**config.mk**
```make
export PLATFORM = sky130hd
export DESIGN_NAME = button_repeat_ctrl
export DESIGN_NICKNAME = d
export VERILOG_FILES = /design/src/rtl/frogger_ctrl_pkg.sv /design/src/rtl/move_event_buffer.sv /design/src/rtl/button_repeat_ctrl.sv
export SDC_FILE = /design/constraint.sdc
export NUM_CORES = 1
export LEC_CHECK = 0
export BUFFER_PORTS_ARGS = -buffer_cell sky130_fd_sc_hd__buf_2
export CORE_UTILIZATION = 45
export CTS_CLUSTER_DIAMETER = 100
export DETAILED_ROUTE_END_ITERATION = 8
export GPL_TIMING_DRIVEN = 0
export HOLD_SLACK_MARGIN = 0.08
export REMOVE_ABC_BUFFERS = 1
export SKIP_CTS_REPAIR_TIMING = 1
export SYNTH_ARGS = -nofsm -noshare
export SYNTH_HDL_FRONTEND = slang
export SYNTH_SLANG_ARGS = --single-unit
```
**constraint.sdc**
```tcl
create_clock -name BR_CLOCK_50 -period 4.7 [get_ports BR_CLOCK_50]
set_input_delay 0.47 -clock BR_CLOCK_50 [delete_from_list [all_inputs] [get_ports BR_CLOCK_50]]
set_output_delay 0.47 -clock BR_CLOCK_50 [all_outputs]
set_load 0.05 [all_outputs]
```
**src/rtl/frogger_ctrl_pkg.sv**
```systemverilog
// Shared definitions for the frogger direction controls.
//   DIR_*      : 2-bit move direction codes
//   state_e    : button repeat FSM state encoding
//   prio_enc() : 4-bit button vector -> direction, up > down > left > right
package frogger_ctrl_pkg;

  localparam logic [1:0] DIR_UP    = 2'd0;
  localparam logic [1:0] DIR_DOWN  = 2'd1;
  localparam logic [1:0] DIR_LEFT  = 2'd2;
  localparam logic [1:0] DIR_RIGHT = 2'd3;

  typedef enum logic [1:0] {
    ST_IDLE   = 2'd0,
    ST_HOLD   = 2'd1,
    ST_REPEAT = 2'd2
  } state_e;

  // Lowest set bit wins. An all-zero vector returns DIR_RIGHT, so callers
  // gate the result with |v.
  function automatic logic [1:0] prio_enc(input logic [3:0] v);
    if (v[0])      return DIR_UP;
    else if (v[1]) return DIR_DOWN;
    else if (v[2]) return DIR_LEFT;
    else           return DIR_RIGHT;
  endfunction

endpackage

```
**src/rtl/move_event_buffer.sv**
```systemverilog
// Single-entry valid/ready holding register for move commands.
//   clock, reset   : rising-edge clock, synchronous active-high reset
//   emit, emit_dir : new command from the repeat FSM (one-cycle strobe)
//   ready          : consumer takes the pending command this cycle
//   valid, dir     : pending command
//   overrun        : one-cycle pulse when an unaccepted command is replaced
module move_event_buffer
  import frogger_ctrl_pkg::*;
(
  input  logic       clock,
  input  logic       reset,
  input  logic       emit,
  input  logic [1:0] emit_dir,
  input  logic       ready,
  output logic       valid,
  output logic [1:0] dir,
  output logic       overrun
);

  logic       valid_q, valid_d;
  logic [1:0] dir_q, dir_d;
  logic       ovr_q, ovr_d;

  always_comb begin
    valid_d = valid_q;
    dir_d   = dir_q;
    ovr_d   = 1'b0;
    if (emit) begin
      // Latest command wins; flag it only if the old one was never taken.
      valid_d = 1'b1;
      dir_d   = emit_dir;
      ovr_d   = valid_q & ~ready;
    end else if (valid_q && ready) begin
      valid_d = 1'b0;
    end
  end

  always_ff @(posedge clock) begin
    if (reset) begin
      valid_q <= 1'b0;
      dir_q   <= DIR_UP;
      ovr_q   <= 1'b0;
    end else begin
      valid_q <= valid_d;
      dir_q   <= dir_d;
      ovr_q   <= ovr_d;
    end
  end

  assign valid   = valid_q;
  assign dir     = dir_q;
  assign overrun = ovr_q;

endmodule

```
**src/rtl/button_repeat_ctrl.sv**
```systemverilog
// Turns debounced direction-button levels into discrete move commands:
// one move per new press, auto-repeat after INIT_DELAY, then every
// REPEAT_PERIOD cycles while held.
//   BR_CLOCK_50   : clock, all logic on rising edge
//   BR_Reset      : synchronous active-high reset
//   BR_Enable     : 0 holds the FSM idle (pending command survives)
//   BR_Buttons_In : {right, left, down, up}, active high
//   BR_Move_Ready : consumer accepts the pending command
//   BR_Move_Valid : command pending
//   BR_Move_Dir   : 0 up, 1 down, 2 left, 3 right
//   BR_Overrun    : pulse when an unaccepted command is overwritten
//   BR_Held       : FSM is in HOLD or REPEAT
module button_repeat_ctrl
  import frogger_ctrl_pkg::*;
#(
  parameter int INIT_DELAY    = 20000000,
  parameter int REPEAT_PERIOD = 7500000,
  parameter int CNT_W         = 25
) (
  input  logic       BR_CLOCK_50,
  input  logic       BR_Reset,
  input  logic       BR_Enable,
  input  logic [3:0] BR_Buttons_In,
  input  logic       BR_Move_Ready,
  output logic       BR_Move_Valid,
  output logic [1:0] BR_Move_Dir,
  output logic       BR_Overrun,
  output logic       BR_Held
);

  localparam logic [CNT_W-1:0] INIT_TC = CNT_W'(INIT_DELAY - 1);
  localparam logic [CNT_W-1:0] REP_TC  = CNT_W'(REPEAT_PERIOD - 1);

  logic [3:0]       btn_q, btn_q2;
  state_e           state_q;
  logic [1:0]       sel_dir_q;
  logic [CNT_W-1:0] cnt_q;
  logic             emit_q;
  logic [1:0]       emit_dir_q;
  logic             held_q;

  logic [3:0]       rise;
  logic [1:0]       rise_dir;
  logic [CNT_W-1:0] term;

  assign rise     = btn_q & ~btn_q2;
  assign rise_dir = prio_enc(rise);
  assign term     = (state_q == ST_HOLD) ? INIT_TC : REP_TC;

  always_ff @(posedge BR_CLOCK_50) begin
    if (BR_Reset) begin
      // Prime both history stages with the current level so a button held
      // through reset shows no edge and does not fire on release of reset.
      btn_q      <= BR_Buttons_In;
      btn_q2     <= BR_Buttons_In;
      state_q    <= ST_IDLE;
      sel_dir_q  <= DIR_UP;
      cnt_q      <= '0;
      emit_q     <= 1'b0;
      emit_dir_q <= DIR_UP;
      held_q     <= 1'b0;
    end else begin
      // History keeps sampling while disabled so a held button does not
      // look like a fresh press on re-enable.
      btn_q  <= BR_Buttons_In;
      btn_q2 <= btn_q;
      emit_q <= 1'b0;
      if (!BR_Enable) begin
        state_q <= ST_IDLE;
        cnt_q   <= '0;
        held_q  <= 1'b0;
      end else if (|rise) begin
        // A fresh press always wins, from any state and even on release.
        emit_q     <= 1'b1;
        emit_dir_q <= rise_dir;
        sel_dir_q  <= rise_dir;
        cnt_q      <= '0;
        state_q    <= ST_HOLD;
        held_q     <= 1'b1;
      end else begin
        unique case (state_q)
          ST_IDLE: ;
          ST_HOLD, ST_REPEAT: begin
            if (!btn_q[sel_dir_q]) begin
              state_q <= ST_IDLE;
              cnt_q   <= '0;
              held_q  <= 1'b0;
            end else if (cnt_q == term) begin
              emit_q     <= 1'b1;
              emit_dir_q <= sel_dir_q;
              cnt_q      <= '0;
              state_q    <= ST_REPEAT;
            end else begin
              cnt_q <= cnt_q + CNT_W'(1);
            end
          end
          default: begin
            state_q <= ST_IDLE;
            cnt_q   <= '0;
            held_q  <= 1'b0;
          end
        endcase
      end
    end
  end

  move_event_buffer u_buf (
    .clock    (BR_CLOCK_50),
    .reset    (BR_Reset),
    .emit     (emit_q),
    .emit_dir (emit_dir_q),
    .ready    (BR_Move_Ready),
    .valid    (BR_Move_Valid),
    .dir      (BR_Move_Dir),
    .overrun  (BR_Overrun)
  );

  assign BR_Held = held_q;

endmodule

```
==> results.md <==
Status:
- The flow ran to the end, and the final reports show no timing, DRC or antenna violations.

Clocking:
- TritonCTS built the clock tree.
- The buffer cell driving the clock tree root is sky130_fd_sc_hd__clkbuf_8.
- The CTS sink count is 45.
- The clock passes through at most 2 buffers.
- Clock latency on the worst-skew pair, taken at its later pin, is 0.30 ns.
- TritonCTS created 5 clock buffers.
- Clock-pin slew was measured on the worst setup and hold paths at 0.09 ns.
- CTS built an H-tree with a depth of 2.

Setup path:
- For the worst flop-to-flop path, the logic depth is 7.
- The worst setup path is of the register to register kind.
- The slowest stage of the critical path belongs to the cell sky130_fd_sc_hd__a21oi_2.
- In this run the worst path has a maximum fanout of 23.
- For flop-to-flop paths, the worst setup slack is 1.93 ns.
- The data required time at the worst endpoint is 4.85 ns.
- The dominant delay contributor by cell family on the critical path is compound AO/OA/AOI/OAI gates.
- Data on the critical path arrives at its endpoint at about 3 ns.
- The reg-to-reg critical path endpoint is cnt_q[10]$_SDFFE_PP0P_.
- STA classifies the critical path startpoint as a register.
- Traced cell by cell, the critical path runs through inv_1 -> ha_1 -> nor2b_1 -> or4b_1 -> a2111o_1 -> a21oi_2 -> nor3_1.
- The beginning of the worst register-to-register path is state_q[1]$_SDFFE_PP0P_.
- The critical path endpoint category is a register.
- On the worst path, the slowest cell contributes a delay of 0.85 ns.
- The number of buffer and inverter stages on the critical path is 1.

Global routing:
- Across every metal layer, demand over resource in global routing totals 0.177.
- The number of global-route vias before repair is 1482.
- The number of antenna violations at the first check in global routing is 0.
- The aggregate global routing overflow is 0.
- The first-pass GRT wire length is 6.91 mm.
- The largest net degree at the start of global routing is 27.

Place:
- The number of port buffers is 12.
- At the end of routability-driven placement, the weighted congestion stood at 0.751.
- The worst slack at placement is 1.89 ns.
- The count of placed standard cells including taps is 284.
- After detailed placement, the total cell area comes to 0.00214 mm2.
- Once detailed placement completed, the half-perimeter wirelength came to 2.60 mm.

Logic synthesis:
- Of the synthesized area, sequential elements account for 0.438.
- Counting flops with a built-in enable in the synthesized netlist gives 0.
- For this run, the number of Yosys warnings is 0.
- Synthesis instantiated about 40 different standard cells from the library.
- The synthesized netlist cell count is 230.
- The share of Yosys cell area claimed by the top area cell type is 0.438.
- The mean cell area of the mapped netlist is 8.95 um2.
- The cell type contributing the most total cell area after synthesis is sky130_fd_sc_hd__dfxtp_1.
- In the post-synthesis netlist, the biggest area contributors are sky130_fd_sc_hd__dfxtp_1 (44%), sky130_fd_sc_hd__xnor2_1 (8.5%), sky130_fd_sc_hd__nor3_1 (7.5%).
- The post-synthesis instance area is slightly above 0.002 mm2.
- Counting flops with an async set or reset pin after synthesis yields a share of 0.
- The number of register bits inferred by synthesis is 45.
- The most used flip-flop cell after synthesis is sky130_fd_sc_hd__dfxtp_1.

Timing:
- The number of pins with negative max-slew slack in the final report is 0.
- The minimum clock period is 2.77 ns.
- Setup repair after global routing left no endpoint under its margin.
- The worst path meets setup with 1.93 ns of slack.
- At the pin with the least slew margin, the transition time is 1.07 ns.
- The highest achievable clock rate is ~360 MHz.
- The number of failing setup endpoints in the final timing report is 0.
- The hold violation total from the final report is 0.
- For the final routed database, the setup TNS stands at 0 ns.
- The final worst-path cycle share is 0.590.
- The tightest slew margin relative to the limit is 0.286.
- The worst clock skew is 0.00808 ns.
- Hold timing on the final database bottoms out at a slack of 0.270 ns.

Hold path:
- The worst hold path terminates at btn_q[1]$_DFF_P_.
- The hold path startpoint is BR_Buttons_In[1].
- The worst hold path stage count is 1.
- The path type of the worst min-delay path is input pin to register.

Power and ir drop:
- The total power is 0.694 mW.
- Dividing total power by cell area gives a power density of 311 mW/mm2.
- The maximum vdd ir drop is about 230 uV.
- For this design the static power due to leakage is 0.700 nW.

Detailed routing:
- The final layout contains routed wiring with a total length of 3.88 mm.
- In this run, the number of DRC markers left after iteration 0 of detailed routing was 90.
- The final routed DRC violation total is 0.
- The antenna violation net count after detailed routing is 0.
- The via-per-instance ratio is 5.46.
- Across all layers, the routed design uses 1594 vias.
- The routed length per instance is 13.3 um.
- The total iterations of the first detailed-routing run is 4.

Finish:
- The area of all placed cells without fillers is 0.00223 mm2.
- The number of diodes added for antenna fixing is 0.
- The finished layout holds 292 standard cells, fillers aside.
- The share of post-route cells with drive strength above 1 is 0.121.
- The most common cell after layout, fill and taps aside is sky130_fd_sc_hd__dfxtp_1.
- The number of fill cells in the layout is roughly 430.
- The final layout contains 250 nets.
- The share of the core filled with cells is 0.508.
- The growth of design area from synthesis to finish is 8.27%.
- In the layout the commonest cells are sky130_fd_sc_hd__dfxtp_1 (45), sky130_fd_sc_hd__nor3_1 (31), sky130_fd_sc_hd__xnor2_1 (20).

Floorplanning:
- The die span in y is 69.6 um.
- The die is 69.6 um wide.
- The number of top-level pins is 13.
- The area of the die is roughly 0.0048 mm2.
- The floorplan core area is about 0.0044 mm2.
- The number of standard-cell rows in the floorplan is 24.
- The effective utilization at floorplan is 0.469.

Flow run:
- The total of max-cap violations is 0.
## state kept, by name, summed over array words and instances (netlist names), 2 cells and up
signal and flops:
cnt_q 25, btn_q2 4, btn_q 4, u_buf.dir 2, emit_dir_q 2, state_q 2, sel_dir_q 2
## cells in the mapped netlist, types with 4 or more instances
cell type,instances
sky130_fd_sc_hd__a21oi_1,5
sky130_fd_sc_hd__and3_1,4
sky130_fd_sc_hd__clkbuf_1,7
sky130_fd_sc_hd__dfxtp_1,45
sky130_fd_sc_hd__inv_1,11
sky130_fd_sc_hd__mux2_2,5
sky130_fd_sc_hd__nand2_1,14
sky130_fd_sc_hd__nand2b_1,5
sky130_fd_sc_hd__nand3_1,9
sky130_fd_sc_hd__nor2_1,15
sky130_fd_sc_hd__nor2b_1,7
sky130_fd_sc_hd__nor3_1,31
sky130_fd_sc_hd__nor4_1,5
sky130_fd_sc_hd__o21ai_0,6
sky130_fd_sc_hd__xnor2_1,20
## per-layer routing
layer	wire length (um)	GRT usage
met5	0	0
met4	78	0.0800
met3	155	0.0422
met2	1620	0.255
met1	2030	0.252
## cells by family after synthesis
kind of cell	after synthesis	synth area share
mux	9	0.0529
flops	45	0.438
xor+xnor	23	0.0979
buf+inv	21	0.0426
simple gates	107	0.281
compound gates	22	0.0699
fa+ha+maj	3	0.0182
## power breakdown
group          internal [mW]  switching, mW  leakage (nW)
Combinational         0.0198         0.0337         0.297
Sequential             0.391        0.00574         0.367
Clock                  0.104          0.139        0.0364
Total                  0.515          0.179         0.700
## how the worst max path moves through the flow
| stage | startpoint | end | slack (ns) | depth (start not counted) |
|---|---|---|---|---|
| global placement | state_q[1]$_SDFFE_PP0P_ | cnt_q[17]$_SDFFE_PP0P_ | 1.89 | 7 |
| CTS | state_q[1]$_SDFFE_PP0P_ | cnt_q[11]$_SDFFE_PP0P_ | 1.87 | 7 |
| finish | state_q[1]$_SDFFE_PP0P_ | cnt_q[10]$_SDFFE_PP0P_ | 1.93 | 7 |
| detailed placement | state_q[1]$_SDFFE_PP0P_ | cnt_q[10]$_SDFFE_PP0P_ | 1.89 | 7 |
| global route | state_q[1]$_SDFFE_PP0P_ | cnt_q[19]$_SDFFE_PP0P_ | 1.63 | 7 |
| floorplan | state_q[1]$_SDFFE_PP0P_ | cnt_q[0]$_SDFFE_PP0P_ | 2.36 | 7 |
## layout make-up
class | instances | area (um2) | area share
clock inverters | 3 | 22.5 | 0.0101
well taps | 52 | 65.1 | 0.0292
inverters | 11 | 41.3 | 0.0185
multi-input cells | 164 | 1070 | 0.480
clock buffers | 5 | 68.8 | 0.0309
flip-flops and latches | 45 | 901 | 0.404
repair buffers | 12 | 60.1 | 0.0270
No activity file was read; power rests on OpenSTA's default activity.
